File: src/rtl/pixel_mem_ctrl_if.sv
// pixel_mem_ctrl_if
//   Bundles every handshake and bus signal of the pixel memory sequencer.
//   master : the sequencer side (pixel_mem_ctrl)
//   slave  : the environment side (input DMA, pixel memory, PE array)
//   Groups: control (start/busy/done), pixel input stream (in_*),
//           memory write port (write_pixel_*), memory read port (read_pixel_*),
//           window tap stream (win_*).
interface pixel_mem_ctrl_if;
    logic        start;
    logic        busy;
    logic        done;

    logic        in_valid;
    logic        in_ready;
    logic [15:0] in_data;

    logic        write_pixel_signal;
    logic [15:0] write_pixel_addr;
    logic [15:0] write_pixel_data;

    logic        read_pixel_signal;
    logic [15:0] read_pixel_addr;
    logic [47:0] read_pixel_data;

    logic        win_valid;
    logic        win_ready;
    logic [47:0] win_data;
    logic [3:0]  win_tap;
    logic [4:0]  win_row;
    logic [4:0]  win_col;
    logic        win_last;

    modport master (
        input  start, in_valid, in_data, read_pixel_data, win_ready,
        output busy, done, in_ready,
               write_pixel_signal, write_pixel_addr, write_pixel_data,
               read_pixel_signal, read_pixel_addr,
               win_valid, win_data, win_tap, win_row, win_col, win_last
    );

    modport slave (
        output start, in_valid, in_data, read_pixel_data, win_ready,
        input  busy, done, in_ready,
               write_pixel_signal, write_pixel_addr, write_pixel_data,
               read_pixel_signal, read_pixel_addr,
               win_valid, win_data, win_tap, win_row, win_col, win_last
    );
endinterface

File: src/rtl/pixel_mem_ctrl.sv
// pixel_mem_ctrl
//   Sequencer for the CNN1 pixel local memory (3 ch x IMG_DIM x IMG_DIM x 16b,
//   1-cycle synchronous read). LOAD writes a pixel stream in channel-major
//   raster order; SWEEP reads KSIZE x KSIZE windows in raster order and hands
//   {B,G,R} taps to the PE array through a 2-entry FIFO with backpressure.
// Ports
//   clk : clock, rising edge
//   rst : asynchronous reset, active low
//   bus : pixel_mem_ctrl_if.master (control, pixel stream, memory write/read
//         ports, window tap stream)
// Build option
//   PIXEL_CTRL_PAD_EN : "same" zero padding; origins cover the whole image and
//                       out-of-image taps are zero-filled without a memory read.
//
// state   | meaning
// --------+--------------------------------------------------------------
// S_IDLE  | waiting for start
// S_LOAD  | accepting pixel stream, one memory write per accepted word
// S_SWEEP | issuing window tap reads under FIFO credit control
// S_DRAIN | all taps issued, waiting for last read and FIFO to empty
module pixel_mem_ctrl #(
    parameter int IMG_DIM = 32,
    parameter int KSIZE   = 3
) (
    input  logic             clk,
    input  logic             rst,
    pixel_mem_ctrl_if.master bus
);
    localparam int CH_LAST = 2;
    localparam int DLAST   = IMG_DIM - 1;
    localparam int KLAST   = KSIZE - 1;
`ifdef PIXEL_CTRL_PAD_EN
    localparam int ORG_LAST = IMG_DIM - 1;
    localparam int PAD_OFS  = KSIZE / 2;
`else
    localparam int ORG_LAST = IMG_DIM - KSIZE;
    localparam int PAD_OFS  = 0;
`endif

    typedef enum logic [1:0] {S_IDLE, S_LOAD, S_SWEEP, S_DRAIN} state_t;
    state_t r_state, w_state_nxt;

    logic [1:0]  r_ld_ch;
    logic [4:0]  r_ld_row, r_ld_col;
    logic [4:0]  r_org_r, r_org_c;
    logic [3:0]  r_kr, r_kc;

    logic        r_pend, r_pend_zero;
    logic [14:0] r_tag;          // {tap, row, col, last} of the read in flight
    logic [62:0] r_fifo [2];     // {data, tap, row, col, last}
    logic        r_wr_ptr, r_rd_ptr;
    logic [1:0]  r_count;
    logic        r_done;

    logic        w_wr, w_ld_last, w_pop, w_issue, w_in_range, w_tap_last;
    logic        w_kc_wrap, w_kr_wrap, w_c_wrap;
    logic [7:0]  w_pos_r, w_pos_c;
    logic [3:0]  w_tap;
    logic [47:0] w_push_data;
    logic [62:0] w_head;

    assign w_wr      = (r_state == S_LOAD) && bus.in_valid;
    assign w_ld_last = (r_ld_ch == 2'(CH_LAST)) && (r_ld_row == 5'(DLAST)) && (r_ld_col == 5'(DLAST));

    assign w_kc_wrap  = (r_kc == 4'(KLAST));
    assign w_kr_wrap  = (r_kr == 4'(KLAST));
    assign w_c_wrap   = (r_org_c == 5'(ORG_LAST));
    assign w_tap_last = w_kc_wrap && w_kr_wrap && w_c_wrap && (r_org_r == 5'(ORG_LAST));
    assign w_tap      = r_kr * 4'(KSIZE) + r_kc;

    // Tap position may fall outside the image when padding is enabled; a
    // negative position wraps to a large unsigned value and fails the range test.
    assign w_pos_r    = {3'b0, r_org_r} + {4'b0, r_kr} - 8'(PAD_OFS);
    assign w_pos_c    = {3'b0, r_org_c} + {4'b0, r_kc} - 8'(PAD_OFS);
    assign w_in_range = (w_pos_r < 8'(IMG_DIM)) && (w_pos_c < 8'(IMG_DIM));

    // Credit check counts the slot freed by this cycle's pop, so a steady
    // win_ready=1 consumer sees one tap per cycle without ever exceeding 2.
    assign w_pop   = (r_count != 2'd0) && bus.win_ready;
    assign w_issue = (r_state == S_SWEEP) &&
                     (({1'b0, r_count} + {2'b0, r_pend} - {2'b0, w_pop}) < 3'd2);

    assign w_push_data = r_pend_zero ? 48'd0 : bus.read_pixel_data;
    assign w_head      = r_fifo[r_rd_ptr];

    always_ff @(posedge clk or negedge rst) begin
        if (!rst) r_state <= S_IDLE;
        else      r_state <= w_state_nxt;
    end

    always_comb begin
        w_state_nxt  = r_state;
        bus.in_ready = 1'b0;
        bus.busy     = 1'b1;
        case (r_state)
            S_IDLE: begin
                bus.busy = 1'b0;
                if (bus.start) w_state_nxt = S_LOAD;
            end
            S_LOAD: begin
                bus.in_ready = 1'b1;
                if (w_wr && w_ld_last) w_state_nxt = S_SWEEP;
            end
            S_SWEEP: if (w_issue && w_tap_last) w_state_nxt = S_DRAIN;
            S_DRAIN: if (!r_pend && (r_count == 2'd0)) w_state_nxt = S_IDLE;
            default: w_state_nxt = S_IDLE;
        endcase
    end

    always_ff @(posedge clk or negedge rst) begin
        if (!rst) begin
            r_ld_ch     <= '0;
            r_ld_row    <= '0;
            r_ld_col    <= '0;
            r_org_r     <= '0;
            r_org_c     <= '0;
            r_kr        <= '0;
            r_kc        <= '0;
            r_pend      <= 1'b0;
            r_pend_zero <= 1'b0;
            r_tag       <= '0;
            r_fifo[0]   <= '0;
            r_fifo[1]   <= '0;
            r_wr_ptr    <= 1'b0;
            r_rd_ptr    <= 1'b0;
            r_count     <= '0;
            r_done      <= 1'b0;
        end else begin
            if ((r_state == S_IDLE) && bus.start) begin
                r_ld_ch  <= '0;
                r_ld_row <= '0;
                r_ld_col <= '0;
                r_org_r  <= '0;
                r_org_c  <= '0;
                r_kr     <= '0;
                r_kc     <= '0;
            end
            if (w_wr) begin
                if (r_ld_col == 5'(DLAST)) begin
                    r_ld_col <= '0;
                    if (r_ld_row == 5'(DLAST)) begin
                        r_ld_row <= '0;
                        r_ld_ch  <= (r_ld_ch == 2'(CH_LAST)) ? 2'd0 : r_ld_ch + 2'd1;
                    end else begin
                        r_ld_row <= r_ld_row + 5'd1;
                    end
                end else begin
                    r_ld_col <= r_ld_col + 5'd1;
                end
            end
            if (w_issue) begin
                r_tag <= {w_tap, r_org_r, r_org_c, w_tap_last};
                if (!w_kc_wrap) begin
                    r_kc <= r_kc + 4'd1;
                end else begin
                    r_kc <= '0;
                    if (!w_kr_wrap) begin
                        r_kr <= r_kr + 4'd1;
                    end else begin
                        r_kr <= '0;
                        if (!w_c_wrap) begin
                            r_org_c <= r_org_c + 5'd1;
                        end else begin
                            r_org_c <= '0;
                            r_org_r <= (r_org_r == 5'(ORG_LAST)) ? 5'd0 : r_org_r + 5'd1;
                        end
                    end
                end
            end
            r_pend      <= w_issue;
            r_pend_zero <= w_issue && !w_in_range;
            if (r_pend) begin
                r_fifo[r_wr_ptr] <= {w_push_data, r_tag};
                r_wr_ptr         <= ~r_wr_ptr;
            end
            if (w_pop) r_rd_ptr <= ~r_rd_ptr;
            r_count <= r_count + {1'b0, r_pend} - {1'b0, w_pop};
            r_done  <= (r_state == S_DRAIN) && (w_state_nxt == S_IDLE);
        end
    end

    assign bus.done               = r_done;
    assign bus.write_pixel_signal = w_wr;
    assign bus.write_pixel_addr   = (r_state == S_LOAD) ? {4'b0, r_ld_ch, r_ld_row, r_ld_col} : 16'd0;
    assign bus.write_pixel_data   = (r_state == S_LOAD) ? bus.in_data : 16'd0;
    assign bus.read_pixel_signal  = w_issue && w_in_range;
    assign bus.read_pixel_addr    = bus.read_pixel_signal ? {6'b0, w_pos_r[4:0], w_pos_c[4:0]} : 16'd0;

    assign bus.win_valid = (r_count != 2'd0);
    assign bus.win_data  = bus.win_valid ? w_head[62:15] : 48'd0;
    assign bus.win_tap   = bus.win_valid ? w_head[14:11] : 4'd0;
    assign bus.win_row   = bus.win_valid ? w_head[10:6]  : 5'd0;
    assign bus.win_col   = bus.win_valid ? w_head[5:1]   : 5'd0;
    assign bus.win_last  = bus.win_valid && w_head[0];
endmodule

File: src/flat_wrapper.sv
// flat-port wrapper written by rule: the top's interface ports become plain ports
module pixel_mem_ctrl_flat 
#(
    parameter int IMG_DIM = 32,
    parameter int KSIZE   = 3
)
  (clk, rst, bus_start, bus_in_valid, bus_in_data, bus_read_pixel_data, bus_win_ready, bus_busy, bus_done, bus_in_ready, bus_write_pixel_signal, bus_write_pixel_addr, bus_write_pixel_data, bus_read_pixel_signal, bus_read_pixel_addr, bus_win_valid, bus_win_data, bus_win_tap, bus_win_row, bus_win_col, bus_win_last);
  pixel_mem_ctrl_if bus_i ();
  input  logic clk;
  input  logic rst;
  input wire logic [$bits(bus_i.start)-1:0] bus_start;
  input wire logic [$bits(bus_i.in_valid)-1:0] bus_in_valid;
  input wire logic [$bits(bus_i.in_data)-1:0] bus_in_data;
  input wire logic [$bits(bus_i.read_pixel_data)-1:0] bus_read_pixel_data;
  input wire logic [$bits(bus_i.win_ready)-1:0] bus_win_ready;
  output wire logic [$bits(bus_i.busy)-1:0] bus_busy;
  output wire logic [$bits(bus_i.done)-1:0] bus_done;
  output wire logic [$bits(bus_i.in_ready)-1:0] bus_in_ready;
  output wire logic [$bits(bus_i.write_pixel_signal)-1:0] bus_write_pixel_signal;
  output wire logic [$bits(bus_i.write_pixel_addr)-1:0] bus_write_pixel_addr;
  output wire logic [$bits(bus_i.write_pixel_data)-1:0] bus_write_pixel_data;
  output wire logic [$bits(bus_i.read_pixel_signal)-1:0] bus_read_pixel_signal;
  output wire logic [$bits(bus_i.read_pixel_addr)-1:0] bus_read_pixel_addr;
  output wire logic [$bits(bus_i.win_valid)-1:0] bus_win_valid;
  output wire logic [$bits(bus_i.win_data)-1:0] bus_win_data;
  output wire logic [$bits(bus_i.win_tap)-1:0] bus_win_tap;
  output wire logic [$bits(bus_i.win_row)-1:0] bus_win_row;
  output wire logic [$bits(bus_i.win_col)-1:0] bus_win_col;
  output wire logic [$bits(bus_i.win_last)-1:0] bus_win_last;
  assign bus_i.start = bus_start;
  assign bus_i.in_valid = bus_in_valid;
  assign bus_i.in_data = bus_in_data;
  assign bus_i.read_pixel_data = bus_read_pixel_data;
  assign bus_i.win_ready = bus_win_ready;
  assign bus_busy = bus_i.busy;
  assign bus_done = bus_i.done;
  assign bus_in_ready = bus_i.in_ready;
  assign bus_write_pixel_signal = bus_i.write_pixel_signal;
  assign bus_write_pixel_addr = bus_i.write_pixel_addr;
  assign bus_write_pixel_data = bus_i.write_pixel_data;
  assign bus_read_pixel_signal = bus_i.read_pixel_signal;
  assign bus_read_pixel_addr = bus_i.read_pixel_addr;
  assign bus_win_valid = bus_i.win_valid;
  assign bus_win_data = bus_i.win_data;
  assign bus_win_tap = bus_i.win_tap;
  assign bus_win_row = bus_i.win_row;
  assign bus_win_col = bus_i.win_col;
  assign bus_win_last = bus_i.win_last;
  pixel_mem_ctrl #(.IMG_DIM(IMG_DIM), .KSIZE(KSIZE)) u_core (.clk(clk), .rst(rst), .bus(bus_i));
endmodule
File: config.mk
export PLATFORM = sky130hd
export DESIGN_NAME = pixel_mem_ctrl_flat
export DESIGN_NICKNAME = d
export VERILOG_FILES = /design/src/rtl/pixel_mem_ctrl_if.sv /design/src/rtl/pixel_mem_ctrl.sv /design/src/flat_wrapper.sv
export SDC_FILE = /design/constraint.sdc
export NUM_CORES = 1
export LEC_CHECK = 0
export BUFFER_PORTS_ARGS = -buffer_cell sky130_fd_sc_hd__buf_2
export CORE_ASPECT_RATIO = 1.5
export CORE_MARGIN = 1.5
export CORE_UTILIZATION = 30
export DETAILED_ROUTE_END_ITERATION = 10
export PLACE_DENSITY = 0.49
export SYNTH_ARGS = -nofsm -noshare
export SYNTH_HDL_FRONTEND = slang
export SYNTH_SLANG_ARGS = --single-unit
File: constraint.sdc
create_clock -name clk -period 4.42 [get_ports clk]
set_input_delay 0.884 -clock clk [delete_from_list [all_inputs] [get_ports clk]]
set_output_delay 0.884 -clock clk [all_outputs]
set_load 0.01 [all_outputs]
# == Word-level counts from Yosys, hierarchy flattened ==
# Cells that the tools add are included.
# op_classes
n_addsub,14
mul,1
magnitude_cmp,6
n_eq_ne,10
n_mux,51
bitwise_logic,4
n_reduce_logical,26
# op_table
operator,n
two-way mux 63 bit,4
bitwise mux 126 bit,1
two-way mux 5 bit,20
two-way mux 48 bit,2
demux 63 bit (select 1 bit),1
two-way mux 4 bit,8
"adder 5 x 1 -> 5 bit, second input constant",4
"equality test 5 bit, second input constant",4
logical AND 1 bit,18
two-way mux 2 bit,9
"< comparator 8 x 6 -> 1 bit, second input constant",2
two-way mux 16 bit,1
adder 5 x 4 -> 6 bit,2
two-way mux 12 bit,1
two-way mux 10 bit,1
"adder 4 x 1 -> 4 bit, second input constant",2
"equality test 4 x 2 -> 1 bit, second input constant",2
one-hot mux 2 bit (4 select lines),1
"equality test 2 bit, second input constant",3
zero test 2 bit,3
nonzero test 2 bit,3
adder 4 bit,1
">= comparator 2 bit, second input constant",2
"multiplier 4 x 2 -> 4 bit, second input constant",1
other kinds (12),16
# totals
ff_bits,180
inputBits,69
out_inout_bits,117
elab_cells,129

# == Logic depth before layout (Yosys ltp) ==
# logic_depth
word_depth,10
depth_mapped,13
mapped_depth_nobuf,13

# == Least setup slack after synthesis ==
# Ideal clock, no wire load.
# synth_timing
kind,register to output
start,register u_core.r_count[1]
end,output port bus_read_pixel_addr[2]
arrival_ns,3.260
required_ns,3.536
path_slack_ns,0.276
path_stages_with_launch,12
path_buffers,1
cell_sequence,dfrtp_1 -> nor2_1 -> inv_1 -> and2_1 -> ha_1 -> inv_1 -> ha_1 -> fa_1 -> nor3b_4 -> nand2_2 -> buf_1 -> nor4_1
# synth_between
elab_chain_len,7
word_cells_on_any_way,8
classes_between,2 x add/sub; 1 x order compare; 1 x mux; 4 x reduce/logical
# synth_lines
item,line,text
"start, declared",pixel_mem_ctrl.sv:52,logic [1:0] r_count;
"start signal, assigned",pixel_mem_ctrl.sv:177,"r_count <= r_count + {1'b0, r_pend} - {1'b0, w_pop};"
nonzero test 2 bit,-,
via bus_win_valid,flat_wrapper.sv:24,output wire logic [$bits(bus_i.win_valid)-1:0] bus_win_valid;
logical AND 1 bit,pixel_mem_ctrl.sv:79,assign w_pop = (r_count != 2'd0) && bus.win_ready;
via u_core.w_pop,pixel_mem_ctrl.sv:55,"logic w_wr, w_ld_last, w_pop, w_issue, w_in_range, w_tap_last;"
subtractor 3 x 1 -> 3 bit,pixel_mem_ctrl.sv:81,"(({1'b0, r_count} + {2'b0, r_pend} - {2'b0, w_pop}) < 3'd2);"
< comparator 3 x 2 -> 1 bit,pixel_mem_ctrl.sv:81,
logical AND 1 bit,pixel_mem_ctrl.sv:80,assign w_issue = (r_state == S_SWEEP) &&
logical AND 1 bit,pixel_mem_ctrl.sv:186,assign bus.read_pixel_signal = w_issue && w_in_range;
two-way mux 10 bit,pixel_mem_ctrl.sv:187,"assign bus.read_pixel_addr = bus.read_pixel_signal ? {6'b0, w_pos_r[4:0], w_pos_c[4:0]} : 16'd0;"
"end, declared",flat_wrapper.sv:23,output wire logic [$bits(bus_i.read_pixel_addr)-1:0] bus_read_pixel_addr;
# The timed path passes the listed nets, and every way through them passes these cells.

# == Worst setup path in the final report ==
# layout_timing
start,register u_core.r_count[1]
end,output port bus_read_pixel_addr[0]
# layout_between
elab_chain_len,7
word_cells_on_any_way,8
classes_between,2 x add/sub; 1 x order compare; 1 x mux; 4 x reduce/logical
# layout_lines
item,line
nonzero test 2 bit,pixel_mem_ctrl.sv:79
logical AND 1 bit,pixel_mem_ctrl.sv:79
via u_core.w_pop,pixel_mem_ctrl.sv:55
subtractor 3 x 1 -> 3 bit,pixel_mem_ctrl.sv:81
< comparator 3 x 2 -> 1 bit,pixel_mem_ctrl.sv:81
logical AND 1 bit,pixel_mem_ctrl.sv:80
logical AND 1 bit,pixel_mem_ctrl.sv:186
two-way mux 10 bit,pixel_mem_ctrl.sv:187
# The timed path passes the listed nets, and every way through them passes these cells.

==> results.ini <==
[global_routing]
first_global_vias = 6826
grtUsageTotal = 0.142
grt_pass1_wl_um = 34700
grt_overflow = 0
antenna_found_initial = 0
grt_max_degree = 98

[logic_synthesis]
synth_area_per_cell_um2 = 9.77
synth_seq_cells = 180
synth_flop_cell = dfrtp_1
synth_cells = 927
yosysTopAreaCellShare = 0.498
async_flop_share = 1.00
seq_area_frac_synth = 0.498
syn_area_mm2 = 0.00905
ys_top_cells_by_area = dfrtp_1 (50%), mux2i_1 (7.1%), o21ai_0 (6.8%)
synth_edf_count = 0
synth_cell_type_count = 46
yosysWarningCount = 0
synth_top_cell_by_area = dfrtp_1

[sta]
fin_skew_ps = 6.29
min_period_ps = 4170
max_slew_margin = 0.369
finalMaxSlewViolations = 0
finalCritPeriodShare = 0.942
tightest_slew_ps = 947
hold_violations = 0
fmax_ghz = 0.240
fin_tns_setup_ps = 0
setup_violations = 0
rsz0062_at_grt = false

[flow_run]
cap_violations = 0

[power_and_ir_drop]
p_sw_frac = 0.352
seqPwrFrac = 0.423
power_frac_comb = 0.335
leakage_nw = 5.57
p_switching_mw = 2.05
p_int_mw = 3.77
power.density_mw_per_mm2 = 538
pwr-share-clk = 0.242
peakVddDrop_v = 0.000234

[routing]
route.met3.wl_um = 796
postRouteAntennaNets = 0
wl_met2_um = 10900
drt_wl_total_um = 21400
drc = 0
firstDrtPassIters = 4
viasPerCell = 4.57
met1_length_um = 9370
drt_iter0_markers = 263
avgRoutedWirePerCell_um = 14.4
routed-via-count = 6779
highest_layer = met4

[cells_and_area]
num-nets-final = 1178
syn_to_final_growth_pct = 19.6
final_cells = 1483
final_common_cell = dfrtp_1
fillCellCount = 3096
n_antenna_cell = 0
layout_common_cells = dfrtp_1 (179), buf_2 (174), nand2_1 (142)
layout-drive-gt1-share = 0.240

[clock_tree]
clk_pin_slew_ps = 70
cts_buffer_depth = 2
cts_setup_buffers = 0
cts_tree = yes
cts-root-buf = clkbuf_16
cts_buffers = 17
clock_sinks = 180
clk_latency_ps = 430
htreeDepth = 4

[place]
dp_cells = 1453
port_buffers = 175
place_hpwl_um = 14500
gp_congestion = 0.749

[floorplan]
ios = 186
die_h_um = 216
fp.coreArea_mm2 = 0.0296
die-width_um = 145
die_area_mm2 = 0.0313
start_util = 0.306
row_count = 77

[critical_path]
reg2reg_from = u_core.r_count[1]
crit_arrival_ps = 3280
r2r-end = u_core.r_org_r[0]
path_max_fanout = 9
critPathKind = reg -> out
reg2reg_depth = 14
cp_cell_sequence = nor2_4, inv_1, and2_1, ha_1, inv_1, ha_1, fa_1, xor2_2, nand2_2, nor3_2, and2_1, buf_2
cp-end-kind = output port
startpoint_type = flip-flop
slowest_stage = dfrtp_1
cpPeakStageDelay_ps = 440
cp.required_ps = 3540
rrSetupSlack_ps = 1130

[worst_hold_path]
min_path_type = reg -> reg
hold_end = u_core.r_fifo[48]
min-delay-start = u_core.r_fifo[48]
hold-path-cell-count = 2

[status]
status = finished, final reports clean

-- critical path: cells and delay by family (launching register included) --
family,cells,cell delay [ps]
simple gates,5,1010
fa+ha+maj,3,860
flops,1,440
xor+xnor,1,300
buf+inv,3,230
-- registers in the layout, summed over array words and instances, names as in the netlist, 4 cells and up --
name,cells
u_core.r_fifo,126
u_core.r_kc,4
u_core.r_kr,4
u_core.r_ld_col,5
u_core.r_ld_row,5
u_core.r_org_c,5
u_core.r_org_r,5
u_core.r_tag,15
-- metrics by stage --
stage               hold slack, ps  total power, mW   util  worst slack [ps]  cell area [µm²]
CTS                            484             5.94  0.366              96.8            10800
finish                         478             5.82  0.366               254            10800
floorplan                      449             3.68      -               276             9090
detailed placement             469             4.50  0.348               273            10300
global route                   500             6.29  0.366              9.40            10800
global placement               460             4.47  0.348               345            10300
-- worst max-delay path by stage --
stage,depth (start not counted),startpoint,endpoint
2_1_floorplan,11,u_core.r_count[1],bus_read_pixel_addr[2]
3_3_place_gp,11,bus_win_ready,bus_read_pixel_addr[0]
3_5_place_dp,11,bus_win_ready,bus_read_pixel_addr[0]
4_1_cts,12,u_core.r_count[1],bus_read_pixel_addr[1]
5_1_grt,12,u_core.r_count[1],bus_read_pixel_addr[0]
6_report,12,u_core.r_count[1],bus_read_pixel_addr[0]
-- power by group through the flow --
| stage | Sequential (mW) | Clock [mW] | Combinational (mW) |
|---|---|---|---|
| floorplan | 2.33 | 0 | 1.36 |
| detailed placement | 2.51 | 0 | 1.99 |
| global route | 2.54 | 1.52 | 2.23 |
| CTS | 2.48 | 1.46 | 2.00 |
| finish | 2.46 | 1.41 | 1.95 |
| global placement | 2.49 | 0 | 1.97 |
-- final cells by class --
class / instances / area [µm²] / area share
inverter: 18 / 67.6 / 0.00624
tap: 395 / 494 / 0.0456
clock buffer: 25 / 475 / 0.0439
multi-input combinational: 675 / 4260 / 0.394
timing repair buffer: 185 / 970 / 0.0895
sequential: 180 / 4510 / 0.416
clock inverter: 5 / 52.6 / 0.00485
-- cell usage after synthesis, types with 2 or more instances --
library cell and number:
xnor2_1 4, a21o_1 5, buf_1 4, and2_1 36, xor2_1 7, o31ai_1 11, nor2_1 87, nand4_1 3
mux2_2 37, and3_1 4, a21oi_1 6, ha_1 26, buf_2 8, nor2b_1 3, nand2b_1 52, o21ai_0 123
fa_1 6, a31oi_1 3, mux2i_1 64, inv_1 17, dfrtp_1 180, nor4_1 7, nor3b_4 2, nand3_1 14
nor3_1 5, or3_1 2, nand2_1 143, clkbuf_1 41, buf_4 10
-- what timing repair did --
action                     4_1_cts  5_1_grt
gates resized for setup          0        1
hold buffers                     0        0
setup endpoints to repair        0        5
-- routing by layer --
metal	global-route usage	vias up
met5	0	-
met4	0.0458	0
met3	0.0288	19
met2	0.256	139
met1	0.166	3248
li1	-	3373
-- cell families after synthesis --
| kind of cell | Yosys count | share of synthesized area |
|---|---|---|
| AND/OR/NAND/NOR | 364 | 0.191 |
| flip-flops | 180 | 0.498 |
| AO/OA/AOI/OAI | 156 | 0.0940 |
| multiplexers | 101 | 0.117 |
| buffers and inverters | 81 | 0.0388 |
| adder cells (fa/ha/maj) | 32 | 0.0492 |
| XOR/XNOR | 12 | 0.0124 |
| other | 1 | 0.000414 |
Power figures use the tool's default switching activity.
